File: src/rtl/serial_add_pkg.sv
// -----------------------------------------------------------------------------
// serial_add_pkg
// Shared definitions for the bit-serial adder initiator:
//   - state_e        : driver FSM state encoding
//   - W_DEFAULT      : default operand/sum width
//   - BIT_CYC_DEFAULT: default clock cycles per bit window
//   - clog2()        : counter width helper (ceil(log2(n)))
// -----------------------------------------------------------------------------
package serial_add_pkg;

  typedef enum logic [2:0] {
    ST_IDLE  = 3'd0,
    ST_CLEAR = 3'd1,
    ST_ARM   = 3'd2,
    ST_SHIFT = 3'd3,
    ST_DONE  = 3'd4
  } state_e;

  localparam int W_DEFAULT       = 32'sd8;
  localparam int BIT_CYC_DEFAULT = 32'sd3;

  // Smallest r such that 2**r >= n; callers always pass n >= 2.
  function automatic int clog2(input int n);
    int r;
    r = 32'sd0;
    while ((32'sd1 << r) < n) begin
      r = r + 32'sd1;
    end
    return r;
  endfunction

endpackage

File: src/rtl/ser_shift_reg.sv
// -----------------------------------------------------------------------------
// ser_shift_reg
// W-bit right shift register with parallel load. Serial data enters at the
// MSB and leaves at the LSB (q[0]). Load has priority over shift.
// Ports:
//   clk   in  1  clock
//   nrst  in  1  synchronous active-low reset (clears q)
//   load  in  1  parallel load of din
//   din   in  W  parallel load data
//   shift in  1  shift right by one, sin enters at the MSB
//   sin   in  1  serial input
//   q     out W  register contents (q[0] is the serial output)
// -----------------------------------------------------------------------------
module ser_shift_reg #(
  parameter int W = 8
) (
  input  logic         clk,
  input  logic         nrst,
  input  logic         load,
  input  logic [W-1:0] din,
  input  logic         shift,
  input  logic         sin,
  output logic [W-1:0] q
);

  logic [W-1:0] q_r;

  // Shift register storage: reset, parallel load, or right shift with MSB serial in
  always_ff @(posedge clk) begin
    if (!nrst) begin
      q_r <= '0;
    end else if (load) begin
      q_r <= din;
    end else if (shift) begin
      q_r <= {sin, q_r[W-1:1]};
    end else begin
      q_r <= q_r;
    end
  end

  assign q = q_r;

endmodule

File: src/rtl/serial_add_driver.sv
// -----------------------------------------------------------------------------
// serial_add_driver
// Initiator for one bit-serial adder slice. Takes two W-bit operands plus a
// carry-in over a valid/ready request port, clears and arms the slice, then
// feeds it one bit pair per BIT_CYC-cycle window, LSB first. The slice's
// registered sum bit and carry are sampled in the last cycle of every window;
// the carry is looped back onto slc_cin and the sum bits are reassembled into
// a parallel result held on the result port until res_ready.
//
// Optional build macro:
//   SERADD_OVF_EN  adds output ovf = (carry into MSB) XOR cout, latched when
//                  the MSB window is sampled and held with the result.
//
// Ports:
//   CLK, NRST            clock, synchronous active-low reset
//   req_valid/req_ready  operand request handshake (ready only in IDLE)
//   op_a, op_b, cin_init operands and bit-0 carry-in, captured on accept
//   res_valid/res_ready  result handshake (valid held in DONE)
//   sum, cout            reassembled sum and final carry-out
//   ovf                  signed overflow (SERADD_OVF_EN only)
//   slc_rst, slc_start   slice clear / start pulses
//   slc_a, slc_b, slc_cin current bit pair and carry-in to the slice
//   slc_s, slc_cout      slice registered sum bit and carry-out
// -----------------------------------------------------------------------------
module serial_add_driver
  import serial_add_pkg::*;
#(
  parameter int W       = W_DEFAULT,
  parameter int BIT_CYC = BIT_CYC_DEFAULT
) (
  input  logic         CLK,
  input  logic         NRST,
  input  logic         req_valid,
  output logic         req_ready,
  input  logic [W-1:0] op_a,
  input  logic [W-1:0] op_b,
  input  logic         cin_init,
  output logic         res_valid,
  input  logic         res_ready,
  output logic [W-1:0] sum,
  output logic         cout,
`ifdef SERADD_OVF_EN
  output logic         ovf,
`endif
  output logic         slc_rst,
  output logic         slc_start,
  output logic         slc_a,
  output logic         slc_b,
  output logic         slc_cin,
  input  logic         slc_s,
  input  logic         slc_cout
);

  localparam int BW = clog2(W);
  localparam int CW = clog2(BIT_CYC);
  localparam logic [BW-1:0] BIT_LAST = BW'(W - 1);
  localparam logic [CW-1:0] WIN_LAST = CW'(BIT_CYC - 1);

  localparam logic [2:0] IDLE  = ST_IDLE;
  localparam logic [2:0] CLEAR = ST_CLEAR;
  localparam logic [2:0] ARM   = ST_ARM;
  localparam logic [2:0] SHIFT = ST_SHIFT;
  localparam logic [2:0] DONE  = ST_DONE;

  logic [2:0]    state_r;
  logic [2:0]    state_nxt_s;
  logic [BW-1:0] bit_cnt_r;
  logic [CW-1:0] win_cnt_r;
  logic          carry_r;
  logic          req_ready_r;
  logic          res_valid_r;
  logic          slc_rst_r;
  logic          slc_start_r;
  logic          slc_a_r;
  logic          slc_b_r;
  logic          slc_cin_r;

  logic          accept_s;
  logic          sample_s;
  logic          last_s;
  logic [W-1:0]  a_q_s;
  logic [W-1:0]  b_q_s;
  logic [W-1:0]  sum_q_s;
  logic          unused_op_s;

  // Window 0 starts in ARM with win_cnt=0, so the first sample is always in SHIFT.
  assign accept_s = req_valid && (state_r == IDLE);
  assign sample_s = (state_r == SHIFT) && (win_cnt_r == WIN_LAST);
  assign last_s   = sample_s && (bit_cnt_r == BIT_LAST);

  // Operand bits only ever leave through the low end of the shift registers.
  assign unused_op_s = ^{a_q_s, b_q_s};

  ser_shift_reg #(.W(W)) u_a_sr (
    .clk   (CLK),
    .nrst  (NRST),
    .load  (accept_s),
    .din   (op_a),
    .shift (sample_s),
    .sin   (1'b0),
    .q     (a_q_s)
  );

  ser_shift_reg #(.W(W)) u_b_sr (
    .clk   (CLK),
    .nrst  (NRST),
    .load  (accept_s),
    .din   (op_b),
    .shift (sample_s),
    .sin   (1'b0),
    .q     (b_q_s)
  );

  // Sum bits arrive LSB first, so after W shifts bit 0 has reached the LSB.
  ser_shift_reg #(.W(W)) u_sum_sr (
    .clk   (CLK),
    .nrst  (NRST),
    .load  (accept_s),
    .din   ({W{1'b0}}),
    .shift (sample_s),
    .sin   (slc_s),
    .q     (sum_q_s)
  );

  // Next-state decode
  always_comb begin
    state_nxt_s = state_r;
    case (state_r)
      IDLE: begin
        if (req_valid) state_nxt_s = CLEAR;
        else           state_nxt_s = IDLE;
      end
      CLEAR: state_nxt_s = ARM;
      ARM:   state_nxt_s = SHIFT;
      SHIFT: begin
        if (last_s) state_nxt_s = DONE;
        else        state_nxt_s = SHIFT;
      end
      DONE: begin
        if (res_ready) state_nxt_s = IDLE;
        else           state_nxt_s = DONE;
      end
      default: state_nxt_s = IDLE;
    endcase
  end

  // State register plus handshake and one-cycle slice control outputs, all decoded from next state
  always_ff @(posedge CLK) begin
    if (!NRST) begin
      state_r     <= IDLE;
      req_ready_r <= 1'b1;
      res_valid_r <= 1'b0;
      slc_rst_r   <= 1'b0;
      slc_start_r <= 1'b0;
    end else begin
      state_r     <= state_nxt_s;
      req_ready_r <= (state_nxt_s == IDLE);
      res_valid_r <= (state_nxt_s == DONE);
      slc_rst_r   <= (state_nxt_s == CLEAR);
      slc_start_r <= (state_nxt_s == ARM);
    end
  end

  // Bit and window counters; win_cnt keeps counting from ARM into SHIFT
  always_ff @(posedge CLK) begin
    if (!NRST) begin
      bit_cnt_r <= '0;
      win_cnt_r <= '0;
    end else if (accept_s) begin
      bit_cnt_r <= '0;
      win_cnt_r <= '0;
    end else if (state_r == ARM) begin
      bit_cnt_r <= bit_cnt_r;
      win_cnt_r <= win_cnt_r + 1'b1;
    end else if (state_r == SHIFT) begin
      if (sample_s) begin
        bit_cnt_r <= last_s ? '0 : bit_cnt_r + 1'b1;
        win_cnt_r <= '0;
      end else begin
        bit_cnt_r <= bit_cnt_r;
        win_cnt_r <= win_cnt_r + 1'b1;
      end
    end else begin
      bit_cnt_r <= bit_cnt_r;
      win_cnt_r <= win_cnt_r;
    end
  end

  // Carry register: cin_init on accept, slice carry at every window sample
  always_ff @(posedge CLK) begin
    if (!NRST) begin
      carry_r <= 1'b0;
    end else if (accept_s) begin
      carry_r <= cin_init;
    end else if (sample_s) begin
      carry_r <= slc_cout;
    end else begin
      carry_r <= carry_r;
    end
  end

  // Slice bit pair / carry-in: set up for window 0 during CLEAR, advanced at each sample, zero outside windows
  always_ff @(posedge CLK) begin
    if (!NRST) begin
      slc_a_r   <= 1'b0;
      slc_b_r   <= 1'b0;
      slc_cin_r <= 1'b0;
    end else if (state_r == CLEAR) begin
      slc_a_r   <= a_q_s[0];
      slc_b_r   <= b_q_s[0];
      slc_cin_r <= carry_r;
    end else if (sample_s && !last_s) begin
      // Operand registers shift on this same edge, so the next bit is at [1].
      slc_a_r   <= a_q_s[1];
      slc_b_r   <= b_q_s[1];
      slc_cin_r <= slc_cout;
    end else if ((state_r == ARM) || ((state_r == SHIFT) && !sample_s)) begin
      slc_a_r   <= slc_a_r;
      slc_b_r   <= slc_b_r;
      slc_cin_r <= slc_cin_r;
    end else begin
      slc_a_r   <= 1'b0;
      slc_b_r   <= 1'b0;
      slc_cin_r <= 1'b0;
    end
  end

`ifdef SERADD_OVF_EN
  logic ovf_r;

  // Overflow: carry into the MSB (still in carry_r) XOR carry out of the MSB
  always_ff @(posedge CLK) begin
    if (!NRST) begin
      ovf_r <= 1'b0;
    end else if (last_s) begin
      ovf_r <= carry_r ^ slc_cout;
    end else begin
      ovf_r <= ovf_r;
    end
  end

  assign ovf = ovf_r;
`endif

  assign req_ready = req_ready_r;
  assign res_valid = res_valid_r;
  assign sum       = sum_q_s;
  assign cout      = carry_r;
  assign slc_rst   = slc_rst_r;
  assign slc_start = slc_start_r;
  assign slc_a     = slc_a_r;
  assign slc_b     = slc_b_r;
  assign slc_cin   = slc_cin_r;

endmodule

File: config.mk
export PLATFORM = sky130hd
export DESIGN_NAME = serial_add_driver
export DESIGN_NICKNAME = d
export VERILOG_FILES = /design/src/rtl/serial_add_pkg.sv /design/src/rtl/ser_shift_reg.sv /design/src/rtl/serial_add_driver.sv
export SDC_FILE = /design/constraint.sdc
export NUM_CORES = 1
export LEC_CHECK = 0
export ABC_AREA = 1
export BUFFER_PORTS_ARGS = -buffer_cell sky130_fd_sc_hd__buf_2
export CORE_ASPECT_RATIO = 0.5
export CORE_MARGIN = 5
export CORE_UTILIZATION = 53
export DETAILED_ROUTE_END_ITERATION = 12
export PLACE_DENSITY = 0.78
export SETUP_SLACK_MARGIN = 0.1
export SLEW_MARGIN = 20
export SYNTH_ARGS = -nofsm -noshare
export SYNTH_HDL_FRONTEND = slang
export SYNTH_SLANG_ARGS = --single-unit
export TNS_END_PERCENT = 30
File: constraint.sdc
create_clock -name CLK -period 1.8 [get_ports CLK]
set_input_delay 0.36 -clock CLK [delete_from_list [all_inputs] [get_ports CLK]]
set_output_delay 0.36 -clock CLK [all_outputs]
set_load 0.05 [all_outputs]
==> results.sh, run 1 <==
export IMPL_power_leakage_uw=0.00103
export IMPL_grt_pass1_vias=1463
export IMPL_cp_required_ns=2.03
export IMPL_fillers=313
export IMPL_finalCriticalPeriod_ns=1.53
export IMPL_skew_ns=0.00677
export IMPL_slew_viol_final=0
export IMPL_avgSynthCellArea_um2=7.52
export IMPL_synthCells=244
export IMPL_ys_ff_latch=40
export IMPL_drt_pass1_iter_count=4
export IMPL_min_path_type="input pin to register"
export IMPL_placeableCoreArea_mm2=0.00338
export IMPL_die_area_mm2=0.00481
export IMPL_setup_viol=0
export IMPL_status="finished clean"
export IMPL_initial_core_util=0.543
export IMPL_io_pins=39
export IMPL_crit_path_max_fanout=26
export IMPL_nets=306
export IMPL_htreeDepth=2
export IMPL_cts_tree="built"
export IMPL_ant_nets=0
export IMPL_root_buffer="clkbuf_8"
export IMPL_cts_buffer_depth=2
export IMPL_die_height_um=51.6
export IMPL_setup_tns_final_ns=0
export IMPL_rows=15
export IMPL_slew_headroom=0.716
export IMPL_maxCapViolCount=0
export IMPL_antenna_found_initial=0
export IMPL_grt_overflow=0
export IMPL_critical_path_top_delay_family="simple AND/OR/NAND/NOR gates"
export IMPL_power_total_uw=1860
export IMPL_cts_clk_slew_worst_paths_ns=0.08
export IMPL_ctsHoldBuffers=0
export IMPL_cp_num_buf_inv=1
export IMPL_grt_start_max_net_pins=29
export IMPL_placed_cells=315
export IMPL_final_cell_count_no_fill=323
export IMPL_syn_area_mm2=0.00184
export IMPL_syn_to_final_growth_pct=14.1
export IMPL_drtIter0Drc=98
export IMPL_slowest_stage="nor2_8"
export IMPL_cp_end_kind="register"
export IMPL_clk_latency_ns=0.29
export IMPL_crit_top_cell="nor2_1"
export IMPL_synth_cell_types=24
export IMPL_hpwl_mm=2.72
export IMPL_drive_gt1_frac=0.249
export IMPL_drc=0
export IMPL_cp_data_arrival_time_ns=1.75
export IMPL_post_drt_via_cell_ratio=5.08
export IMPL_routed_wl_mm=3.82
export IMPL_layout_common_cells="nand2_1 (78), dfxtp_1 (40), buf_2 (38), nand3_1 (34), inv_1 (22)"
export IMPL_antenna_cells=0
export IMPL_ir_worst_vdd_mv=0.341
export IMPL_track_usage=0.173
export IMPL_clock_sinks=40
export IMPL_cp_start_kind="register"
export IMPL_rsz0062_at_grt="no"
export IMPL_slowest_delay_ns=0.34
export IMPL_worstMarginPinSlew_ns=0.425
export IMPL_syn_nets=270
export IMPL_hold_viol=0
export IMPL_vias=1640
export IMPL_wl_per_cell_um=11.8
export IMPL_seq_area_frac_synth=0.436
export IMPL_max_freq_mhz=656
export IMPL_cts_buffers=5
export IMPL_portBuffers=38
export IMPL_place_congestion=0.814
export IMPL_post_cts_buffers=0
export IMPL_grt_pass1_wl_mm=6.62
export IMPL_fin_crit_sh=0.847
export IMPL_powerDensity_mw_per_mm2=890
export IMPL_yosys_warnings=0
export IMPL_post_cts_resized=0
export IMPL_critical_path_class="register to register"
export IMPL_path_cells="inv_1, ha_1, nand2_4, nor2_8, nand2_1, nor2_1, nor2_1, nor2_1"
export IMPL_die_x_um=93.2
export IMPL_final_common_cell="nand2_1"
[area by class of cell]
class / count / area [um2] / share of cell area
Clock inverter: 2 / 10.0 / 0.00478
Sequential cell: 40 / 801 / 0.382
Tap cell: 42 / 52.6 / 0.0251
Inverter: 25 / 93.8 / 0.0448
Timing Repair Buffer: 40 / 205 / 0.0980
Multi-Input combinational cell: 168 / 850 / 0.406
Clock buffer: 6 / 82.6 / 0.0394
[cell usage after synthesis]
library cell  number  share of area
nand3_2            1         0.0055
o21ai_0            5          0.014
nor2_8             1          0.011
nor2_4             1         0.0061
inv_1             22          0.045
o21ai_1            3         0.0082
buf_2              1         0.0027
buf_6              4          0.025
nand2_2            2         0.0068
buf_4              2         0.0082
ha_1               3          0.020
nand4_4            1          0.012
nor2_1            13          0.027
inv_2              3         0.0061
nand3_1           34          0.093
nor2_2             1         0.0034
clkbuf_1           3         0.0061
a21oi_1           12          0.033
buf_8              1         0.0082
a21oi_2            9          0.043
or2_0              1         0.0034
dfxtp_1           40           0.44
nand2_1           78           0.16
nand2_4            3          0.018
[worst paths after layout]
check / start / end / slack (ns) / cells after the start
max: win_cnt_r[0] / slc_a / 0.27 / 8
min: op_a[7] / u_a_sr.q[7] / 0.32 / 3
max reg2reg: win_cnt_r[0] / slc_a / 0.27 / 8
min reg2reg: u_b_sr.q[4] / u_b_sr.q[3] / 0.47 / 2
[registers in the layout, indices dropped and copies added (netlist names), 2 cells and up]
signal / cells
u_a_sr.q: 8
win_cnt_r: 2
state_r: 3
u_b_sr.q: 8
bit_cnt_r: 3
u_sum_sr.q: 8
[kinds of logic after synthesis]
kind of cell,count (synthesis),synth area share
flip-flops,40,0.436
buffers and inverters,36,0.101
AND/OR/NAND/NOR,136,0.345
adder cells (fa/ha/maj),3,0.0205
AO/OA/AOI/OAI,29,0.0975
[metrics by stage]
stage | hold WS [ns] | util | area (um2) | setup WS (ns)
3_5_place_dp | 0.459 | 0.593 | 2000 | 0.285
5_1_grt | 0.345 | 0.620 | 2090 | 0.107
3_3_place_gp | 0.454 | 0.593 | 2000 | 0.313
6_report | 0.316 | 0.620 | 2090 | 0.275
4_1_cts | 0.311 | 0.620 | 2090 | 0.274
2_1_floorplan | 0.447 | - | 1840 | 0.516
[power by group]
| part | total (uW) | switching, uW | internal (uW) |
|---|---|---|---|
| Clock | 609 | 304 | 306 |
| Combinational | 287 | 195 | 92.6 |
| Sequential | 967 | 33.5 | 933 |
[routing by layer]
| layer | up-vias | wire length (um) | global-route usage |
|---|---|---|---|
| met3 | 5 | 244 | 0.0520 |
| met1 | 741 | 1850 | 0.239 |
| met2 | 50 | 1680 | 0.260 |
| li1 | 844 | - | - |
| met4 | 0 | 44 | 0.0535 |
| met5 | - | 0 | 0 |
[worst reg2reg max path, delay by kind of cell (launching register included)]
family	cells	cell delay, ns
flops	1	0.30
fa+ha+maj	1	0.26
simple gates	6	0.84
buf+inv	1	0.08
Note: power is estimated with default switching activity, not from simulation.
==> run 2: changes to the inputs <==
==> constraint.sdc (replaced) <==
create_clock -name CLK -period 1.5 [get_ports CLK]
set_input_delay 0.3 -clock CLK [delete_from_list [all_inputs] [get_ports CLK]]
set_output_delay 0.3 -clock CLK [all_outputs]
set_load 0.05 [all_outputs]
==> results.sh, run 2 (same netlist as run 1, synthesis figures left out) <==
export IMPL_status="finished clean"
export IMPL_syn_to_final_growth_pct=17.7
export IMPL_htreeDepth=2
export IMPL_max_freq_mhz=761
export IMPL_fillers=303
export IMPL_crit_top_cell="ha_1"
export IMPL_post_drt_via_cell_ratio=5.13
export IMPL_die_x_um=93.2
export IMPL_clock_sinks=40
export IMPL_maxCapViolCount=0
export IMPL_cp_required_ns=1.72
export IMPL_grt_overflow=0
export IMPL_setup_tns_final_ns=0
export IMPL_rsz0062_at_grt="yes"
export IMPL_routed_wl_mm=4.06
export IMPL_crit_path_max_fanout=3
export IMPL_clk_latency_ns=0.28
export IMPL_grt_start_max_net_pins=29
export IMPL_multi_input_area_um2=866
export IMPL_slew_headroom=0.772
export IMPL_finalCriticalPeriod_ns=1.31
export IMPL_die_height_um=51.6
export IMPL_powerDensity_mw_per_mm2=1020
export IMPL_place_congestion=0.888
export IMPL_drtIter0Drc=75
export IMPL_min_path_type="input pin to register"
export IMPL_path_cells="ha_1, ha_1, inv_1, o21ai_2, nand3_1, o21ai_1"
export IMPL_fin_crit_sh=0.876
export IMPL_ir_worst_vdd_mv=0.429
export IMPL_wl_per_cell_um=12.4
export IMPL_slew_viol_final=0
export IMPL_nets=311
export IMPL_root_buffer="clkbuf_8"
export IMPL_cts_clk_slew_worst_paths_ns=0.07
export IMPL_grt_pass1_wl_mm=6.63
export IMPL_cts_buffers=5
export IMPL_drive_gt1_frac=0.274
export IMPL_layout_common_cells="nand2_1 (78), dfxtp_1 (38), buf_2 (38), nand3_1 (34), inv_1 (21)"
export IMPL_rows=15
export IMPL_power_leakage_uw=0.00105
export IMPL_hold_viol=0
export IMPL_critical_path_top_delay_family="adder cells"
export IMPL_skew_ns=0.00405
export IMPL_slowest_stage="dfxtp_1"
export IMPL_drc=0
export IMPL_cp_start_kind="register"
export IMPL_cp_data_arrival_time_ns=1.53
export IMPL_die_area_mm2=0.00481
export IMPL_post_cts_buffers=0
export IMPL_placeableCoreArea_mm2=0.00338
export IMPL_cts_buffer_depth=2
export IMPL_portBuffers=38
export IMPL_cp_num_buf_inv=1
export IMPL_ant_nets=0
export IMPL_critical_path_class="register to register"
export IMPL_seq_area_um2=803
export IMPL_final_common_cell="nand2_1"
export IMPL_ctsHoldBuffers=0
export IMPL_drt_pass1_iter_count=4
export IMPL_cts_tree="built"
export IMPL_slowest_delay_ns=0.34
export IMPL_fin_util=0.640
export IMPL_track_usage=0.174
export IMPL_hpwl_mm=2.84
export IMPL_grt_pass1_vias=1487
export IMPL_initial_core_util=0.543
export IMPL_vias=1677
export IMPL_highest_layer="met4"
export IMPL_met1Wirelength_mm=1.93
export IMPL_setup_viol=0
export IMPL_antenna_cells=0
export IMPL_io_pins=39
export IMPL_routed_wl_met3_um=284
export IMPL_antenna_found_initial=0
export IMPL_worstMarginPinSlew_ns=0.341
export IMPL_cp_end_kind="register"
export IMPL_met2WireLength_mm=1.81
-- run 2: cell types whose count changed in the layout (fill, tap and decap cells not counted), moves of 2 or more --
cell / delta
buf_4: +3
dfxtp_2: +2
buf_12: +2
dfxtp_1: -2
-- run 2: stage by stage --
step / total power, uW / std cells / setup WS (ns) / hold WS [ns] / cell area, um2
final: 2200 / 327 / 0.186 / 0.269 / 2160
after global routing: 2310 / 327 / 0.0983 / 0.260 / 2160
after CTS: 2210 / 327 / 0.140 / 0.258 / 2140
after detailed placement: 1550 / 320 / 0.115 / 0.459 / 2060
after global placement: 1540 / 320 / 0.189 / 0.453 / 2060
after floorplan: 1460 / 244 / 0.216 / 0.438 / 1840
-- run 2: worst min-delay path, stage by stage --
cell     delay (ns)
buf_2          0.09
nand2_1        0.06
a21oi_1        0.06
-- run 2: final timing paths --
path / startpoint / endpoint / slack (ns) / cells past startpoint
max: bit_cnt_r[0] / req_ready / 0.19 / 6
min: op_b[7] / u_b_sr.q[7] / 0.27 / 3
max reg2reg: bit_cnt_r[0] / req_ready / 0.19 / 6
min reg2reg: u_sum_sr.q[0] / u_sum_sr.q[0] / 0.47 / 2
-- run 2: metal layers --
metal  GRT usage  vias up
met5           0        -
met3      0.0506        5
met2       0.284       54
met1       0.221      769
met4      0.0584        0
li1            -      849
-- run 2: cell type report --
cell class,instances,share of cell area
clock inverters,1,0.00232
clock buffers,6,0.0336
well taps,42,0.0243
multi-input cells,168,0.401
flip-flops and latches,40,0.372
repair buffers,45,0.124
inverters,25,0.0434
-- run 2: what timing repair did --
item	4_1_cts	5_1_grt
endpoints found under the setup margin	3	24
pin swaps	0	1
gates resized for setup	1	5
-- run 2: report_power, final --
part / internal, uW / switching [uW]
combinational: 125 / 241
clock: 316 / 350
sequential: 1120 / 42.8
total: 1560 / 633
==> run 3: changes to the inputs <==
--- a/config.mk
+++ b/config.mk
@@ -7,11 +7,13 @@
 export LEC_CHECK = 0
 export ABC_AREA = 1
 export BUFFER_PORTS_ARGS = -buffer_cell sky130_fd_sc_hd__buf_2
+export CELL_PAD_IN_SITES_DETAIL_PLACEMENT = 1
+export CELL_PAD_IN_SITES_GLOBAL_PLACEMENT = 1
 export CORE_ASPECT_RATIO = 0.5
 export CORE_MARGIN = 5
-export CORE_UTILIZATION = 53
+export CORE_UTILIZATION = 41
 export DETAILED_ROUTE_END_ITERATION = 12
-export PLACE_DENSITY = 0.78
+export PLACE_DENSITY_LB_ADDON = 0.1
 export SETUP_SLACK_MARGIN = 0.1
 export SLEW_MARGIN = 20
 export SYNTH_ARGS = -nofsm -noshare
==> constraint.sdc (replaced) <==
create_clock -name CLK -period 1.6 [get_ports CLK]
set_input_delay 0.32 -clock CLK [delete_from_list [all_inputs] [get_ports CLK]]
set_output_delay 0.32 -clock CLK [all_outputs]
set_load 0.05 [all_outputs]
==> results.sh, run 3 (same netlist as run 1, synthesis figures left out) <==
export IMPL_status="finished clean"
export IMPL_setup_viol=0
export IMPL_cp_data_arrival_time_ns=1.65
export IMPL_post_cts_buffers=0
export IMPL_drt_pass1_iter_count=4
export IMPL_grt_start_max_net_pins=29
export IMPL_drive_gt1_frac=0.262
export IMPL_nets=312
export IMPL_hold_viol=0
export IMPL_post_drt_via_cell_ratio=4.88
export IMPL_rrSetupSlack_ns=0.18
export IMPL_critical_path_class="register to register"
export IMPL_htreeDepth=2
export IMPL_clock_sinks=40
export IMPL_io_pins=39
export IMPL_cts_tree="built"
export IMPL_wl_per_cell_um=13.3
export IMPL_highest_layer="met4"
export IMPL_slew_headroom=0.760
export IMPL_dpl_cell_area_mm2=0.00208
export IMPL_track_usage=0.160
export IMPL_max_freq_mhz=707
export IMPL_slew_viol_final=0
export IMPL_maxCapViolCount=0
export IMPL_min_to="u_b_sr.q[7]"
export IMPL_fillers=579
export IMPL_grt_pass1_vias=1666
export IMPL_vias=1674
export IMPL_routed_wl_met3_um=238
export IMPL_grt_pass1_wl_mm=7.77
export IMPL_rsz0062_at_grt="no"
export IMPL_cp_start_kind="register"
export IMPL_die_area_mm2=0.00600
export IMPL_rr_endpoint="u_a_sr.q[5]"
export IMPL_skew_ns=0.00747
export IMPL_place_congestion=0.754
export IMPL_crit_path_max_fanout=11
export IMPL_r2r_cells=9
export IMPL_placeableCoreArea_mm2=0.00436
export IMPL_layout_common_cells="nand2_1 (78), dfxtp_1 (40), buf_2 (38), nand3_1 (34), inv_1 (22)"
export IMPL_met2WireLength_mm=2.00
export IMPL_hpwl_mm=3.40
export IMPL_die_x_um=105
export IMPL_cts_buffers=5
export IMPL_power_leakage_uw=0.00105
export IMPL_syn_to_final_growth_pct=17.6
export IMPL_cts_clk_slew_worst_paths_ns=0.08
export IMPL_hold_start="op_b[7]"
export IMPL_met1Wirelength_mm=2.28
export IMPL_fin_crit_sh=0.885
export IMPL_final_common_cell="nand2_1"
export IMPL_powerDensity_mw_per_mm2=963
export IMPL_min_path_type="input pin to register"
export IMPL_reg2reg_from="win_cnt_r[0]"
export IMPL_clk_latency_ns=0.30
export IMPL_worstMarginPinSlew_ns=0.360
export IMPL_antenna_found_initial=0
export IMPL_portBuffers=38
export IMPL_ir_worst_vdd_mv=0.418
export IMPL_antenna_cells=0
export IMPL_cts_buffer_depth=2
export IMPL_cp_required_ns=1.84
export IMPL_finalCriticalPeriod_ns=1.42
export IMPL_root_buffer="clkbuf_8"
export IMPL_grt_overflow=0
export IMPL_ant_nets=0
export IMPL_rows=17
export IMPL_stdcell_area_mm2=0.00216
export IMPL_hold_path_cell_count=3
export IMPL_die_height_um=57.3
export IMPL_drc=0
export IMPL_routed_wl_mm=4.58
export IMPL_drtIter0Drc=64
export IMPL_post_place_ws_ns=0.180
export IMPL_setup_tns_final_ns=0
export IMPL_fin_ws_ns=0.185
export IMPL_cp_end_kind="register"
export IMPL_initial_core_util=0.421
-- run 3: cell count changes in the layout (fill, tap and decap cells not counted), sizes merged --
cell	delta
buf	+1
-- run 3: cell type report --
class | count | area, um2 | area share
Clock buffer | 6 | 72.6 | 0.0336
Inverter | 25 | 93.8 | 0.0435
Sequential cell | 40 | 801 | 0.371
Multi-Input combinational cell | 168 | 852 | 0.395
Timing Repair Buffer | 46 | 263 | 0.122
Clock inverter | 1 | 5.00 | 0.00232
Tap cell | 57 | 71.3 | 0.0330
-- run 3: power by group --
group	internal (uW)	switching, uW
Clock	297	347
Combinational	115	230
Sequential	1050	37.9
-- run 3: what timing repair did --
item / 4_1_cts / 5_1_grt
endpoints found under the setup margin: 0 / 5
hold buffers: 0 / 0
gates resized for setup: 0 / 1
-- run 3: through the flow --
| step | total power, uW | hold WS, ns | utilization | std cells |
|---|---|---|---|---|
| final | 2080 | 0.258 | 0.495 | 343 |
| after CTS | 2110 | 0.255 | 0.494 | 343 |
| after global placement | 1450 | 0.458 | 0.477 | 336 |
| after floorplan | 1370 | 0.447 | - | 244 |
| after detailed placement | 1460 | 0.460 | 0.477 | 336 |
| after global routing | 2200 | 0.246 | 0.495 | 343 |
-- run 3: worst max path at each step --
stage	startpoint	end	slack, ns	cells past startpoint
after floorplan	win_cnt_r[0]	u_sum_sr.q[1]	0.32	6
after global placement	win_cnt_r[0]	u_b_sr.q[5]	0.26	9
after detailed placement	win_cnt_r[0]	u_a_sr.q[5]	0.18	9
after CTS	win_cnt_r[0]	u_a_sr.q[5]	0.16	9
after global routing	win_cnt_r[0]	u_a_sr.q[2]	0.11	9
final	win_cnt_r[0]	u_a_sr.q[5]	0.18	9
-- run 3: layer usage --
metal  track usage  vias to the layer above
met5             0                        -
met2         0.259                       33
met1         0.207                      784
met4        0.0546                        0
met3        0.0486                        7
li1              -                      850
-- run 3: worst max-delay path, cell delays in order (launching register included) --
cell and delay, ns:
dfxtp_1 0.31, inv_1 0.09, ha_2 0.24, nand2_4 0.09, nor2_8 0.17, buf_4 0.20
nand2_1 0.07, nand3_1 0.08, nand2_1 0.06, inv_1 0.06
